### config.mk
export PLATFORM = sky130hd
export DESIGN_NAME = piso_shift_ctrl
export DESIGN_NICKNAME = d
export VERILOG_FILES = /design/src/rtl/piso_shift_ctrl.sv
export SDC_FILE = /design/constraint.sdc
export NUM_CORES = 1
export LEC_CHECK = 0
export BUFFER_PORTS_ARGS = -buffer_cell sky130_fd_sc_hd__buf_2
export CAP_MARGIN = 30
export CORE_AREA = 2 2 39 41
export CTS_CLUSTER_SIZE = 20
export DETAILED_ROUTE_END_ITERATION = 12
export DIE_AREA = 0 0 41 43
export SLEW_MARGIN = 20
export SYNTH_ARGS = -nofsm -noshare
export SYNTH_HDL_FRONTEND = slang
export SYNTH_SLANG_ARGS = --single-unit
### constraint.sdc
create_clock -name clock -period 1.2 [get_ports clock]
set_input_delay 0.06 -clock clock [delete_from_list [all_inputs] [get_ports clock]]
set_output_delay 0.06 -clock clock [all_outputs]
set_load 0.05 [all_outputs]
### src/rtl/piso_shift_ctrl.sv
// -----------------------------------------------------------------------------
// piso_shift_ctrl
//
// Word-to-serial transmit controller. Owns a WIDTH-bit parallel-in/serial-out
// shift register and sequences it: a word is taken from the producer over a
// valid/ready handshake, then shifted out MSB first with each bit held for DIV
// clocks. Words can follow each other with no idle gap, and shifting can be
// frozen at any time with the pause input.
//
// Ports
//   clock      : system clock, all state changes on the rising edge
//   clear      : synchronous active-high reset, overrides every other input
//   in_data    : parallel word offered by the producer
//   in_valid   : producer has a word on in_data
//   in_ready   : a word is taken this cycle when in_valid is also high
//   pause      : freezes the bit timer, bit counter and shift register
//   ser_out    : serial data (MSB of the shift register), 0 when idle
//   ser_frame  : high for every cycle a word is being shifted
//   ser_strobe : high in the last clock of each bit period (sample point)
//   done       : one-cycle pulse in the cycle after the last bit of a word ends
//   busy_bit   : index of the bit on ser_out (0 = MSB), 0 when idle
// -----------------------------------------------------------------------------
module piso_shift_ctrl #(
    parameter int WIDTH = 4,
    parameter int DIV   = 2
) (
    input  logic                     clock,
    input  logic                     clear,
    input  logic [WIDTH-1:0]         in_data,
    input  logic                     in_valid,
    output logic                     in_ready,
    input  logic                     pause,
    output logic                     ser_out,
    output logic                     ser_frame,
    output logic                     ser_strobe,
    output logic                     done,
    output logic [$clog2(WIDTH)-1:0] busy_bit
);

    // The bit timer still needs one flop when DIV is 1, even though it then
    // never leaves zero.
    localparam int DIV_W = (DIV > 1) ? $clog2(DIV) : 1;
    localparam int BIT_W = $clog2(WIDTH);

    localparam logic [DIV_W-1:0] DIV_LAST = DIV_W'(DIV - 1);
    localparam logic [BIT_W-1:0] BIT_LAST = BIT_W'(WIDTH - 1);

    typedef enum logic {
        IDLE  = 1'b0,
        SHIFT = 1'b1
    } state_t;

    state_t             state;
    state_t             state_next;
    logic [WIDTH-1:0]   sreg;
    logic [WIDTH-1:0]   sreg_next;
    logic [BIT_W-1:0]   bit_cnt;
    logic [BIT_W-1:0]   bit_cnt_next;
    logic [DIV_W-1:0]   div_cnt;
    logic [DIV_W-1:0]   div_cnt_next;
    logic               done_next;

    logic               shifting;
    logic               bit_end;
    logic               word_end;
    logic               transfer;

    // Timing decodes shared by the handshake, the outputs and the next-state
    // logic. bit_end is the sample point of the current bit; word_end is the
    // sample point of the final bit, the only cycle in SHIFT where a new word
    // may be taken so that streaming needs no idle gap. Pause masks both, so
    // a paused last bit neither completes nor opens the handshake.
    always_comb begin
        shifting = (state == SHIFT);
        bit_end  = shifting && !pause && (div_cnt == DIV_LAST);
        word_end = bit_end && (bit_cnt == BIT_LAST);
        in_ready = (state == IDLE) || word_end;
        transfer = in_valid && in_ready;
    end

    // Serial-side outputs. ser_out is gated by the frame as well as being
    // zeroed in the register on the way to IDLE, so the pin is quiet in idle
    // regardless of how the controller got there.
    always_comb begin
        ser_frame  = shifting;
        ser_out    = shifting && sreg[WIDTH-1];
        ser_strobe = bit_end;
        busy_bit   = shifting ? bit_cnt : '0;
    end

    // Next-state logic. Everything holds by default, which also gives the
    // pause behaviour in SHIFT for free. A new word always restarts both
    // counters, whether it arrives from IDLE or back-to-back at word_end.
    always_comb begin
        state_next   = state;
        sreg_next    = sreg;
        bit_cnt_next = bit_cnt;
        div_cnt_next = div_cnt;
        done_next    = word_end;

        case (state)
            IDLE: begin
                if (transfer) begin
                    state_next   = SHIFT;
                    sreg_next    = in_data;
                    bit_cnt_next = '0;
                    div_cnt_next = '0;
                end
            end

            SHIFT: begin
                if (!pause) begin
                    if (word_end) begin
                        bit_cnt_next = '0;
                        div_cnt_next = '0;
                        if (transfer) begin
                            sreg_next = in_data;
                        end else begin
                            state_next = IDLE;
                            sreg_next  = '0;
                        end
                    end else if (bit_end) begin
                        sreg_next    = {sreg[WIDTH-2:0], 1'b0};
                        bit_cnt_next = bit_cnt + 1'b1;
                        div_cnt_next = '0;
                    end else begin
                        div_cnt_next = div_cnt + 1'b1;
                    end
                end
            end

            default: begin
                state_next = IDLE;
                sreg_next  = '0;
            end
        endcase
    end

    // State register. clear abandons any word in flight without a done
    // pulse; the bits already sent are simply lost.
    always_ff @(posedge clock) begin
        if (clear) begin
            state   <= IDLE;
            sreg    <= '0;
            bit_cnt <= '0;
            div_cnt <= '0;
            done    <= 1'b0;
        end else begin
            state   <= state_next;
            sreg    <= sreg_next;
            bit_cnt <= bit_cnt_next;
            div_cnt <= div_cnt_next;
            done    <= done_next;
        end
    end

endmodule

# Word-level counts from Yosys, hierarchy flattened
# Cells that the tools add are included.
[word_totals]
output_inout_bits = 7
regBits = 9
word_cells = 42
ramBits = 0
n_memories = 0
latchBits = 0
mem_bits_ro = 0
[op_classes]
order_cmp = 0
n_shift = 0
add_sub_neg = 2
div_mod_pow = 0
mux = 21
bitwise_logic = 1
n_eq_ne = 4
reduce_logical = 9
mul = 0
[op_table]
columns = ["operator", "count"]
rows = [
  ["2-to-1 mux 4 bit", 5],
  ["2-to-1 mux 2 bit", 5],
  ["case mux 4 bit (2 select lines)", 1],
  ["2-to-1 mux 1 bit", 7],
  ["logical AND 1 bit", 5],
  ["!= test 2 bit (second input constant)", 2],
  ["case mux 1 bit (2 select lines)", 2],
  ["case mux 2 bit (2 select lines)", 1],
  ["!= test 3 x 2 -> 1 bit (second input constant)", 1],
  ["AND reduction 3 bit", 1],
  ["adder 2 x 1 -> 2 bit (second input constant)", 1],
  ["== test 2 bit (second input constant)", 1],
  ["AND reduction 2 bit", 1],
  ["adder 1 bit (second input constant)", 1],
  ["zero test 1 bit", 1],
  ["logical OR 1 bit", 1],
  ["inverter 1 bit", 1],
]

# Longest topological paths before layout
# Gate-level depths: netlist (run 1).
[depth]
word_depth = 10
depth_mapped = 5

# Least setup slack after synthesis (run 1)
# OpenSTA, ideal clock, no wires.
[synth_timing]
kind = "register to register"
start = "register state (netlist: ser_frame)"
end = "register sreg[1]"
path_stages_with_launch = 6
required_ps = 1114
arrival_ps = 1550
n_path_buf = 1
slack_ps = -436
period_less_slack_ps = 1636
cell_sequence = "dfxtp_1 -> buf_4 -> nand3b_4 -> inv_2 -> a21oi_2 -> a221oi_2"
[synth_between]
elab_chain_cells = 9
[synth_rtl]
columns = ["element", "line_no", "rtl"]
rows = [
  ["from (decl)", "53", "state_t state;"],
  ["from (signal assigned)", "149", "state <= state_next;"],
  ["logical AND 1 bit * (2 in series)", "75", "bit_end = shifting && !pause && (div_cnt == DIV_LAST);"],
  ["net ser_strobe", "35", "output logic ser_strobe,"],
  ["logical AND 1 bit", "76", "word_end = bit_end && (bit_cnt == BIT_LAST);"],
  ["logical OR 1 bit", "77", "in_ready = (state == IDLE) || word_end;"],
  ["logical AND 1 bit", "78", "transfer = in_valid && in_ready;"],
  ["2-to-1 mux 4 bit", "116", "if (transfer) begin"],
  ["2-to-1 mux 4 bit", "113", "if (word_end) begin"],
  ["2-to-1 mux 4 bit", "112", "if (!pause) begin"],
  ["case mux 4 bit (2 select lines)", "101", "case (state)"],
  ["to (signal assigned)", "150", "sreg <= sreg_next;"],
  ["to (decl)", "55", "logic [WIDTH-1:0] sreg;"],
]
# The timed path passes the listed nets; every way through them passes the cells marked *. The select of a mux whose other input is x is not followed.
# A chain may end at the register's enable or synchronous reset.

# Worst setup path in the final report (run 1)
[layout_timing]
start = "register bit_cnt[1]"
end = "output in_ready"
[layout_between]
elab_chain_cells = 3
[layout_rtl]
columns = ["element", "line_no", "rtl"]
rows = [
  ["from (decl)", "57", "logic [BIT_W-1:0] bit_cnt;"],
  ["from (signal assigned)", "151", "bit_cnt <= bit_cnt_next;"],
  ["== test 2 bit", "76", ""],
  ["logical AND 1 bit", "76", ""],
  ["logical OR 1 bit", "77", ""],
  ["to (decl)", "31", "output logic in_ready,"],
]
# Every way passes these cells.

==> results of run 1 <==
registers in the layout, summed over array words and instances, names as in the netlist:
| name | cells |
|---|---|
| div_cnt | 1 |
| ser_frame | 1 |
| sreg | 4 |
| done | 1 |
| bit_cnt | 2 |
kinds of logic after synthesis:
logic type | Yosys count | synth area share [%]
DFF | 9 | 37.4
and+or+nand+nor | 22 | 29.6
buffers and inverters | 7 | 6.23
adders and majority gates | 1 | 2.60
AOI/OAI and AO/OA | 16 | 24.2
area by class of cell:
class                           count  area [um^2]  share of cell area, %
Clock buffer                        4         26.3                   3.84
Multi-Input combinational cell     39          299                   43.7
Tap cell                           16         20.0                   2.93
Timing Repair Buffer               19          125                   18.3
Inverter                            5         26.3                   3.84
Sequential cell                     9          188                   27.4
tightest hold or removal path, stage by stage:
cell and delay [ns]:
buf_2 0.10, o21ai_2 0.05, a221oi_2 0.06
placed cells by master, fill, tap and decap left out, types with 2 or more instances in the layout:
cell / n
buf_4: 5
nand3_1: 4
nand2b_1: 2
and2_1: 2
dfxtp_1: 5
clkbuf_4: 5
o21ai_1: 5
a221oi_2: 3
buf_2: 10
nor2b_1: 3
dfxtp_2: 3
inv_1: 3
nand2_1: 3
a21oi_1: 5
buf_6: 2
cell usage after synthesis:
| cell type | count |
|---|---|
| o21ai_1 | 4 |
| buf_4 | 1 |
| a21oi_1 | 5 |
| or2_1 | 1 |
| nand2b_1 | 2 |
| ha_1 | 1 |
| nand3b_4 | 1 |
| a21oi_2 | 1 |
| a221oi_2 | 3 |
| clkbuf_1 | 1 |
| dfxtp_1 | 9 |
| inv_1 | 3 |
| nand3b_1 | 1 |
| a21o_1 | 1 |
| nand2_1 | 3 |
| nand3_1 | 4 |
| and2_1 | 2 |
| and4b_1 | 1 |
| nor2_1 | 2 |
| nor3b_1 | 1 |
| o21ai_0 | 2 |
| nor2b_1 | 3 |
| inv_2 | 2 |
| nand2b_2 | 1 |
path summary, 6_finish.rpt:
check                           endpoint  cells past startpoint  startpoint  slack (ns)
worst max-delay path            in_ready                      4  bit_cnt[1]        0.03
worst min-delay path             sreg[3]                      3  in_data[3]        0.07
worst max register to register   sreg[3]                      4  bit_cnt[1]        0.04
worst min register to register   sreg[1]                      2     sreg[1]        0.47
power breakdown:
| part | internal, mW | leakage, nW | switching (mW) |
|---|---|---|---|
| Clock | 0.128 | 0.0150 | 0.103 |
| Combinational | 0.0523 | 0.212 | 0.0754 |
| Sequential | 0.314 | 0.0757 | 0.0154 |
| Total | 0.494 | 0.302 | 0.194 |
repair_timing:
item	CTS	global route
gates resized for setup	8	7
buffers inserted	0	3
setup endpoints to repair	5	6
pin swaps	2	2
hold buffers	0	0
layer usage:
layer / GRT usage (%) / vias up / part of all wire, %
met1: 16.9 / 203 / 42
met2: 23.8 / 9 / 51
met4: 10.0 / 0 / 1.1
met5: 0 / - / 0
li1: - / 237 / -
met3: 4.71 / 2 / 5.4
==> flow_metrics.py, run 1 <==
metrics = {
    "outcome": {
        "status": "finished clean",
    },
    "worst_setup_path": {
        "worstPathArrival_ns": 1.11,
        "cp_num_buf_inv": 1,
        "crit_type": "reg2out",
        "critPathMaxStageDelay_ns": 0.36,
        "worstPathRequired_ns": 1.14,
        "crit_family": "flip-flops",
        "end_kind": "primary output",
        "start_kind": "register",
        "crit_chain": "ha_4 > nand3b_1 > nand2_1 > buf_6",
        "cp_max_fo": 3,
        "worst_path_max_delay_cell": "dfxtp_2",
    },
    "drt": {
        "avgViaCountPerCell": 4.90,
        "drt_wl_total_mm": 1.11,
        "route.detailed.drc": 0,
        "drtIter0Drc": 1,
        "postRouteAntennaNets": 0,
        "vias": 451,
        "firstDrtPassIters": 4,
        "wire_per_inst_um": 12.0,
    },
    "synth": {
        "ys_seq_area_share_pct": 37.4,
        "synthCells": 55,
        "ys_types": 24,
        "ys_seq_elements": 9,
        "synth_warnings": 0,
        "synth_top_area_cell": "dfxtp_1",
        "synth_area_um2": 482,
        "postSynthAreaPerCell_um2": 8.76,
        "synth_top_area_share_pct": 37.4,
        "synthTopCellsByArea": "dfxtp_1, a221oi_2, a21oi_1",
        "syn_nets": 64,
    },
    "floorplanning": {
        "die_h_um": 43,
        "ios": 15,
        "start_util_pct": 34.8,
        "die_area_um2": 1760,
        "design.core.area_um2": 1380,
        "placementRows": 14,
        "die_w_um": 41,
    },
    "clock_tree": {
        "cts_root_buffer": "clkbuf_4",
        "htree_num_levels": 1,
        "numCtsBuffers": 3,
        "clkTransAtPathRegs_ns": 0.06,
        "cts_tree": "done",
        "clock_sinks": 9,
        "clock_latency_ns": 0.25,
        "cts_buffer_depth": 2,
    },
    "flow_run": {
        "maxCapViolCount": 0,
    },
    "timing": {
        "relSlewSlack_pct": 83.5,
        "maxSlewViolCount": 0,
        "timing.hold.ws_ns": 0.0694,
        "min_period_ns": 1.17,
        "fmax_mhz": 854,
        "hold_viol": 0,
        "rsz0062_at_grt": "true",
        "fin_worst_skew_ns": 0.000437,
        "worst_pin_slew_ns": 0.249,
        "timing.setup.tns_ns": 0,
        "setup_ws_ns": 0.0295,
        "fin_crit_sh_pct": 97.5,
        "setup_viol": 0,
    },
    "grt": {
        "antenna_found_initial": 0,
        "grt_max_degree": 11,
        "grt_first_pass_wirelength_mm": 1.75,
        "grt_overflow": 0,
        "grt_usage_pct": 15.3,
        "grt_pass1_vias": 415,
    },
    "placed_design": {
        "port_buffers": 14,
        "dpl.hpwl_um": 749,
        "gp_congestion": 0.725,
        "placed_area_um2": 597,
        "pre_cts_ws_ns": -0.0130,
        "dp_cells": 85,
    },
    "cells_and_area": {
        "fillers": 140,
        "areaGrowthSynthToFinish_pct": 42.1,
        "design_area_um2": 684,
        "diodes": 0,
        "drive_gt1_share_pct": 50.0,
        "fin_util_pct": 49.5,
        "layout.nets": 86,
        "stdcell_count": 92,
    },
    "worst_hold_path": {
        "worstHoldPathType": "in2reg",
    },
    "power": {
        "powerDensity_nw_per_um2": 1010,
        "power.leakage_nw": 0.302,
        "total_power_uw": 688,
        "ir_worst_vdd_mv": 0.587,
    },
}
No activity file was read; power rests on OpenSTA's default activity.
==> inputs of run 2 (changes only) <==
--- a/config.mk
+++ b/config.mk
@@ -5,6 +5,7 @@
 export SDC_FILE = /design/constraint.sdc
 export NUM_CORES = 1
 export LEC_CHECK = 0
+export ABC_AREA = 1
 export BUFFER_PORTS_ARGS = -buffer_cell sky130_fd_sc_hd__buf_2
 export CAP_MARGIN = 30
 export CORE_AREA = 2 2 39 41
==> flow_metrics.py, run 2 <==
metrics = {
    "timing": {
        "fin_worst_skew_ns": 0.00314,
        "fmax_mhz": 851,
        "worst_pin_slew_ns": 0.248,
        "hold_viol": 0,
        "fin_crit_sh_pct": 97.9,
        "rsz0062_at_grt": "true",
        "setup_ws_ns": 0.0252,
        "relSlewSlack_pct": 83.6,
        "setup_viol": 0,
        "maxSlewViolCount": 0,
        "min_period_ns": 1.17,
    },
    "worst_setup_path": {
        "crit_family": "flip-flops",
        "r2r_slack_ns": 0.07,
        "end_kind": "primary output",
        "crit_chain": "ha_4 > nand4_4 > nand2_4 > buf_8",
        "reg2reg_depth": 5,
        "start_kind": "register",
        "cp_max_fo": 3,
        "worst_path_max_delay_cell": "dfxtp_2",
        "worstPathRequired_ns": 1.14,
        "crit_type": "reg2out",
        "worstPathArrival_ns": 1.11,
        "critPathMaxStageDelay_ns": 0.36,
        "cp_num_buf_inv": 1,
        "rr_startpoint": "ser_frame",
        "regToRegEndpoint": "sreg[1]",
    },
    "floorplanning": {
        "ios": 15,
        "placementRows": 14,
        "design.core.area_um2": 1380,
        "die_area_um2": 1760,
        "die_w_um": 41,
        "start_util_pct": 33.2,
        "die_h_um": 43,
    },
    "placed_design": {
        "port_buffers": 14,
        "dp_cells": 89,
        "pre_cts_ws_ns": 0.0258,
        "dpl.hpwl_um": 754,
        "gp_congestion": 0.745,
    },
    "grt": {
        "grt_overflow": 0,
        "grt_max_degree": 12,
        "grt_usage_pct": 15.2,
        "antenna_found_initial": 0,
        "grt_pass1_vias": 423,
        "grt_first_pass_wirelength_mm": 1.75,
    },
    "clock_tree": {
        "htree_num_levels": 1,
        "cts_buffer_depth": 2,
        "clock_latency_ns": 0.26,
        "cts_tree": "done",
        "cts_root_buffer": "clkbuf_4",
        "clkTransAtPathRegs_ns": 0.06,
        "clock_sinks": 9,
        "numCtsBuffers": 3,
    },
    "synth": {
        "synth_top_area_share_pct": 39.2,
        "synth-edff-count": 0,
        "ys_types": 19,
        "ys_seq_elements": 9,
        "synth_area_um2": 459,
        "synth_warnings": 0,
        "synth_most_common_cell": "nand3_1",
        "ys_seq_area_share_pct": 39.2,
        "syn_nets": 68,
        "synth.top_cells.by_count": "nand3_1, dfxtp_1, inv_1, nand2_1, o21ai_1",
        "synth_top_area_cell": "dfxtp_1",
        "synth_flop_cell": "dfxtp_1",
        "postSynthAreaPerCell_um2": 7.78,
        "synthCells": 59,
        "async_flop_share_pct": 0,
        "synthTopCellsByArea": "dfxtp_1, nand3_1, inv_1",
    },
    "worst_hold_path": {
        "min_to": "sreg[0]",
        "min_path_cells": 3,
        "worstHoldPathType": "in2reg",
        "min_from": "in_data[0]",
    },
    "drt": {
        "drtIter0Drc": 9,
        "drt_wl_total_mm": 1.15,
        "route.detailed.drc": 0,
        "postRouteAntennaNets": 0,
        "wire_per_inst_um": 11.5,
        "vias": 466,
        "firstDrtPassIters": 4,
        "avgViaCountPerCell": 4.66,
    },
    "power": {
        "power.leakage_nw": 0.348,
        "ir_worst_vdd_mv": 0.364,
        "powerDensity_nw_per_um2": 1030,
    },
    "cells_and_area": {
        "areaGrowthSynthToFinish_pct": 51.8,
        "fillers": 138,
        "diodes": 0,
        "regArea_um2": 188,
        "mostFrequentLayoutCell": "buf_2",
        "multiInputGateArea_um2": 263,
        "largestRegisters": "sreg: 4 flops, bit_cnt: 2 flops",
        "final_cell_mix": "buf_2, nand3_1, inv_1",
        "drive_gt1_share_pct": 46.4,
        "stdcell_count": 100,
        "largest_reg_flops": 4,
        "layout.nets": 94,
        "largest-register": "sreg",
    },
    "outcome": {
        "status": "finished clean",
    },
    "flow_run": {
        "maxCapViolCount": 0,
    },
}
## run 2: changes by cell type in the layout (fill, tap and decap cells not counted), sizes merged, moves of 3 or more
cell | before | now
nand3 | 4 | 11
buf | 17 | 21
nor2b | 3 | 0
clkinv | 0 | 3
inv | 5 | 8
nand2b | 3 | 0
a221oi | 3 | 0
nand2 | 3 | 9
## run 2: metrics by stage
stage,TNS [ns],instance area (um^2),hold slack [ns],power (mW),util (%)
after global routing,-0.00907,697,0.0585,0.764,50.4
after CTS,0,656,0.0521,0.711,47.4
after detailed placement,0,566,0.259,0.451,40.9
final,0,697,0.0689,0.718,50.4
after global placement,0,566,0.265,0.450,40.9
after floorplan,0,479,0.123,0.422,-
## run 2: layout make-up
class / count / area share, %
Multi-Input combinational cell: 38 / 37.7
Sequential cell: 9 / 26.9
Timing Repair Buffer: 22 / 22.4
Inverter: 11 / 6.28
Clock buffer: 4 / 3.77
Tap cell: 16 / 2.87
## run 2: how the worst max path moves through the flow
stage | from | end | slack (ns) | depth (start not counted)
final | bit_cnt[1] | in_ready | 0.03 | 4
after detailed placement | bit_cnt[1] | in_ready | 0.03 | 4
after global placement | bit_cnt[1] | in_ready | 0.09 | 4
after global routing | bit_cnt[1] | in_ready | -0.009 | 4
after CTS | bit_cnt[1] | in_ready | 0.009 | 4
after floorplan | bit_cnt[0] | sreg[1] | 0.01 | 5
## run 2: repair_timing
action,CTS,global route
hold endpoints to repair,3,0
pin swaps,3,3
gates resized for setup,7,9
buffers inserted,4,2
setup endpoints to repair,2,6
hold buffers,1,0
## run 2: cells by family after synthesis
family / synth area share (%)
AOI/OAI and AO/OA: 17.4
adders and majority gates: 2.72
buffers and inverters: 11.4
DFF: 39.2
and+or+nand+nor: 29.2
## run 2: where the power goes
group | internal (mW) | switching [mW] | total, mW
clock | 0.128 | 0.108 | 0.236
combinational | 0.0645 | 0.0870 | 0.151
sequential | 0.313 | 0.0163 | 0.330
total | 0.506 | 0.211 | 0.718
## run 2: per-layer routing
metal	track usage (%)	vias up	share of wire [%]
met5	0	-	0
met1	18.6	208	47
met2	20.6	12	47
met4	12.0	0	1.6
li1	-	244	-
met3	4.71	2	4.3
## run 2: worst reg2reg max path, stage by stage (launching register included)
cell and delay, ns:
dfxtp_4 0.41, buf_4 0.13, inv_1 0.06, or2_1 0.25
nand3_1 0.12, a21oi_2 0.06
==> inputs of run 3 (changes only) <==
--- a/config.mk
+++ b/config.mk
@@ -9,9 +9,9 @@
 export BUFFER_PORTS_ARGS = -buffer_cell sky130_fd_sc_hd__buf_2
 export CAP_MARGIN = 30
 export CORE_AREA = 2 2 39 41
-export CTS_CLUSTER_SIZE = 20
 export DETAILED_ROUTE_END_ITERATION = 12
 export DIE_AREA = 0 0 41 43
+export PLACE_DENSITY = 0.56
 export SLEW_MARGIN = 20
 export SYNTH_ARGS = -nofsm -noshare
 export SYNTH_HDL_FRONTEND = slang
==> flow_metrics.py, run 3 (synthesis gave the netlist of run 2 again) <==
metrics = {
    "power": {
        "p_int_uw": 499,
        "clockPowerShare_pct": 33.4,
        "pwr-share-comb_pct": 19.9,
        "netSwitchingFraction_pct": 29.1,
        "switchingPower_uw": 205,
        "total_power_uw": 704,
        "power.leakage_nw": 0.336,
        "powerDensity_nw_per_um2": 1030,
        "seqPwrFrac_pct": 46.7,
        "ir_worst_vdd_mv": 0.589,
    },
    "worst_setup_path": {
        "start_kind": "register",
        "cp_max_fo": 7,
        "worstPathRequired_ns": 1.14,
        "critPathMaxStageDelay_ns": 0.41,
        "crit_type": "reg2out",
        "crit_family": "flip-flops",
        "crit_chain": "buf_6 > nand2_1 > inv_1 > buf_4",
        "cp_num_buf_inv": 3,
        "end_kind": "primary output",
        "worstPathArrival_ns": 1.09,
        "worst_path_max_delay_cell": "dfxtp_4",
    },
    "floorplanning": {
        "start_util_pct": 33.2,
        "die_area_um2": 1760,
        "die_w_um": 41,
        "die_h_um": 43,
        "ios": 15,
        "placementRows": 14,
        "design.core.area_um2": 1380,
    },
    "clock_tree": {
        "htree_num_levels": 1,
        "numCtsBuffers": 3,
        "clkTransAtPathRegs_ns": 0.06,
        "cts_buffer_depth": 2,
        "cts_root_buffer": "clkbuf_4",
        "cts_tree": "done",
        "clock_latency_ns": 0.26,
        "clock_sinks": 9,
    },
    "drt": {
        "postRouteAntennaNets": 0,
        "drtIter0Drc": 6,
        "firstDrtPassIters": 4,
        "drt_wl_total_um": 995,
        "wire_per_inst_um": 10.2,
        "route.detailed.drc": 0,
        "avgViaCountPerCell": 4.72,
        "vias": 463,
    },
    "cells_and_area": {
        "fillers": 152,
        "drive_gt1_share_pct": 43.9,
        "diodes": 0,
        "areaGrowthSynthToFinish_pct": 48.2,
        "largestRegisters": "sreg: 4 flops, bit_cnt: 2 flops",
        "final_cell_mix": "nand3_1, buf_2, inv_1, nand2_1, buf_4",
        "layout.nets": 92,
        "largest_reg_flops": 4,
        "largest-register": "sreg",
        "multiInputGateArea_um2": 260,
        "regArea_um2": 188,
    },
    "grt": {
        "grt_pass1_vias": 424,
        "grt_max_degree": 8,
        "grt_overflow": 0,
        "grt_first_pass_wirelength_mm": 1.66,
        "grt_usage_pct": 14.2,
        "antenna_found_initial": 0,
    },
    "timing": {
        "min_period_ns": 1.15,
        "worst_pin_slew_ns": 0.249,
        "relSlewSlack_pct": 83.5,
        "fin_worst_skew_ns": 0.00202,
        "maxSlewViolCount": 0,
        "timing.setup.tns_ns": 0,
        "hold_viol": 0,
        "rsz0062_at_grt": "false",
        "fin_crit_sh_pct": 95.6,
        "setup_viol": 0,
        "fmax_mhz": 871,
    },
    "placed_design": {
        "dpl.hpwl_um": 731,
        "gp_congestion": 0.725,
        "port_buffers": 14,
    },
    "flow_run": {
        "maxCapViolCount": 0,
    },
    "worst_hold_path": {
        "worstHoldPathType": "in2reg",
    },
    "outcome": {
        "status": "finished clean",
    },
}
-- run 3: cell types whose count changed in the layout (fill, tap and decap cells not counted), sizes merged --
cell,change
buf,-2
-- run 3: final timing paths --
check,startpoint,end,slack (ns),depth (start not counted)
hold / removal,in_valid,ser_frame,0.06,3
hold reg to reg,bit_cnt[1],bit_cnt[1],0.48,2
setup / recovery,ser_frame,busy_bit[0],0.05,4
setup reg to reg,bit_cnt[1],sreg[3],0.11,6
-- run 3: routing by layer --
layer,GRT usage (%),routed length (um)
met1,17.5,446
met2,21.3,442
met3,3.66,79
met4,8.00,27
met5,0,0
-- run 3: power groups by stage --
stage / Clock (mW) / Combinational [mW] / Sequential (mW)
2_1_floorplan: 0 / 0.0844 / 0.338
3_3_place_gp: 0 / 0.120 / 0.334
3_5_place_dp: 0 / 0.120 / 0.334
4_1_cts: 0.238 / 0.135 / 0.328
5_1_grt: 0.250 / 0.154 / 0.331
6_report: 0.235 / 0.140 / 0.329
-- run 3: cell type report --
type | count | area share (%)
multi-input cells | 38 | 38.2
flip-flops and latches | 9 | 27.6
repair buffers | 20 | 21.0
inverters | 11 | 6.43
clock buffers | 4 | 3.86
well taps | 16 | 2.94
-- run 3: repair_timing --
| item | CTS | global route |
|---|---|---|
| setup buffers | 2 | 1 |
| resized for setup | 8 | 6 |
| hold buffers | 1 | 0 |
| pin swaps | 2 | 1 |
| endpoints found under the hold margin | 1 | 0 |
| endpoints found under the setup margin | 4 | 7 |
-- run 3: worst reg2reg max path: stages (launching register included) --
cell and delay, ns:
dfxtp_2 0.36, ha_4 0.14, nand4_4 0.09, nand2_4 0.09
buf_4 0.12, nand3_1 0.09, a21oi_2 0.14
-- run 3: metrics by stage --
stage	hold slack [ns]	utilization, %	area, um^2	worst slack, ns	instances
floorplan	0.123	-	479	0.0101	59
global placement	0.276	41.4	573	0.0735	90
detailed placement	0.269	41.4	573	0.0485	90
CTS	0.0577	47.1	652	-0.00374	97
global route	0.0791	49.2	681	0.00163	98
finish	0.0558	49.2	681	0.0524	98
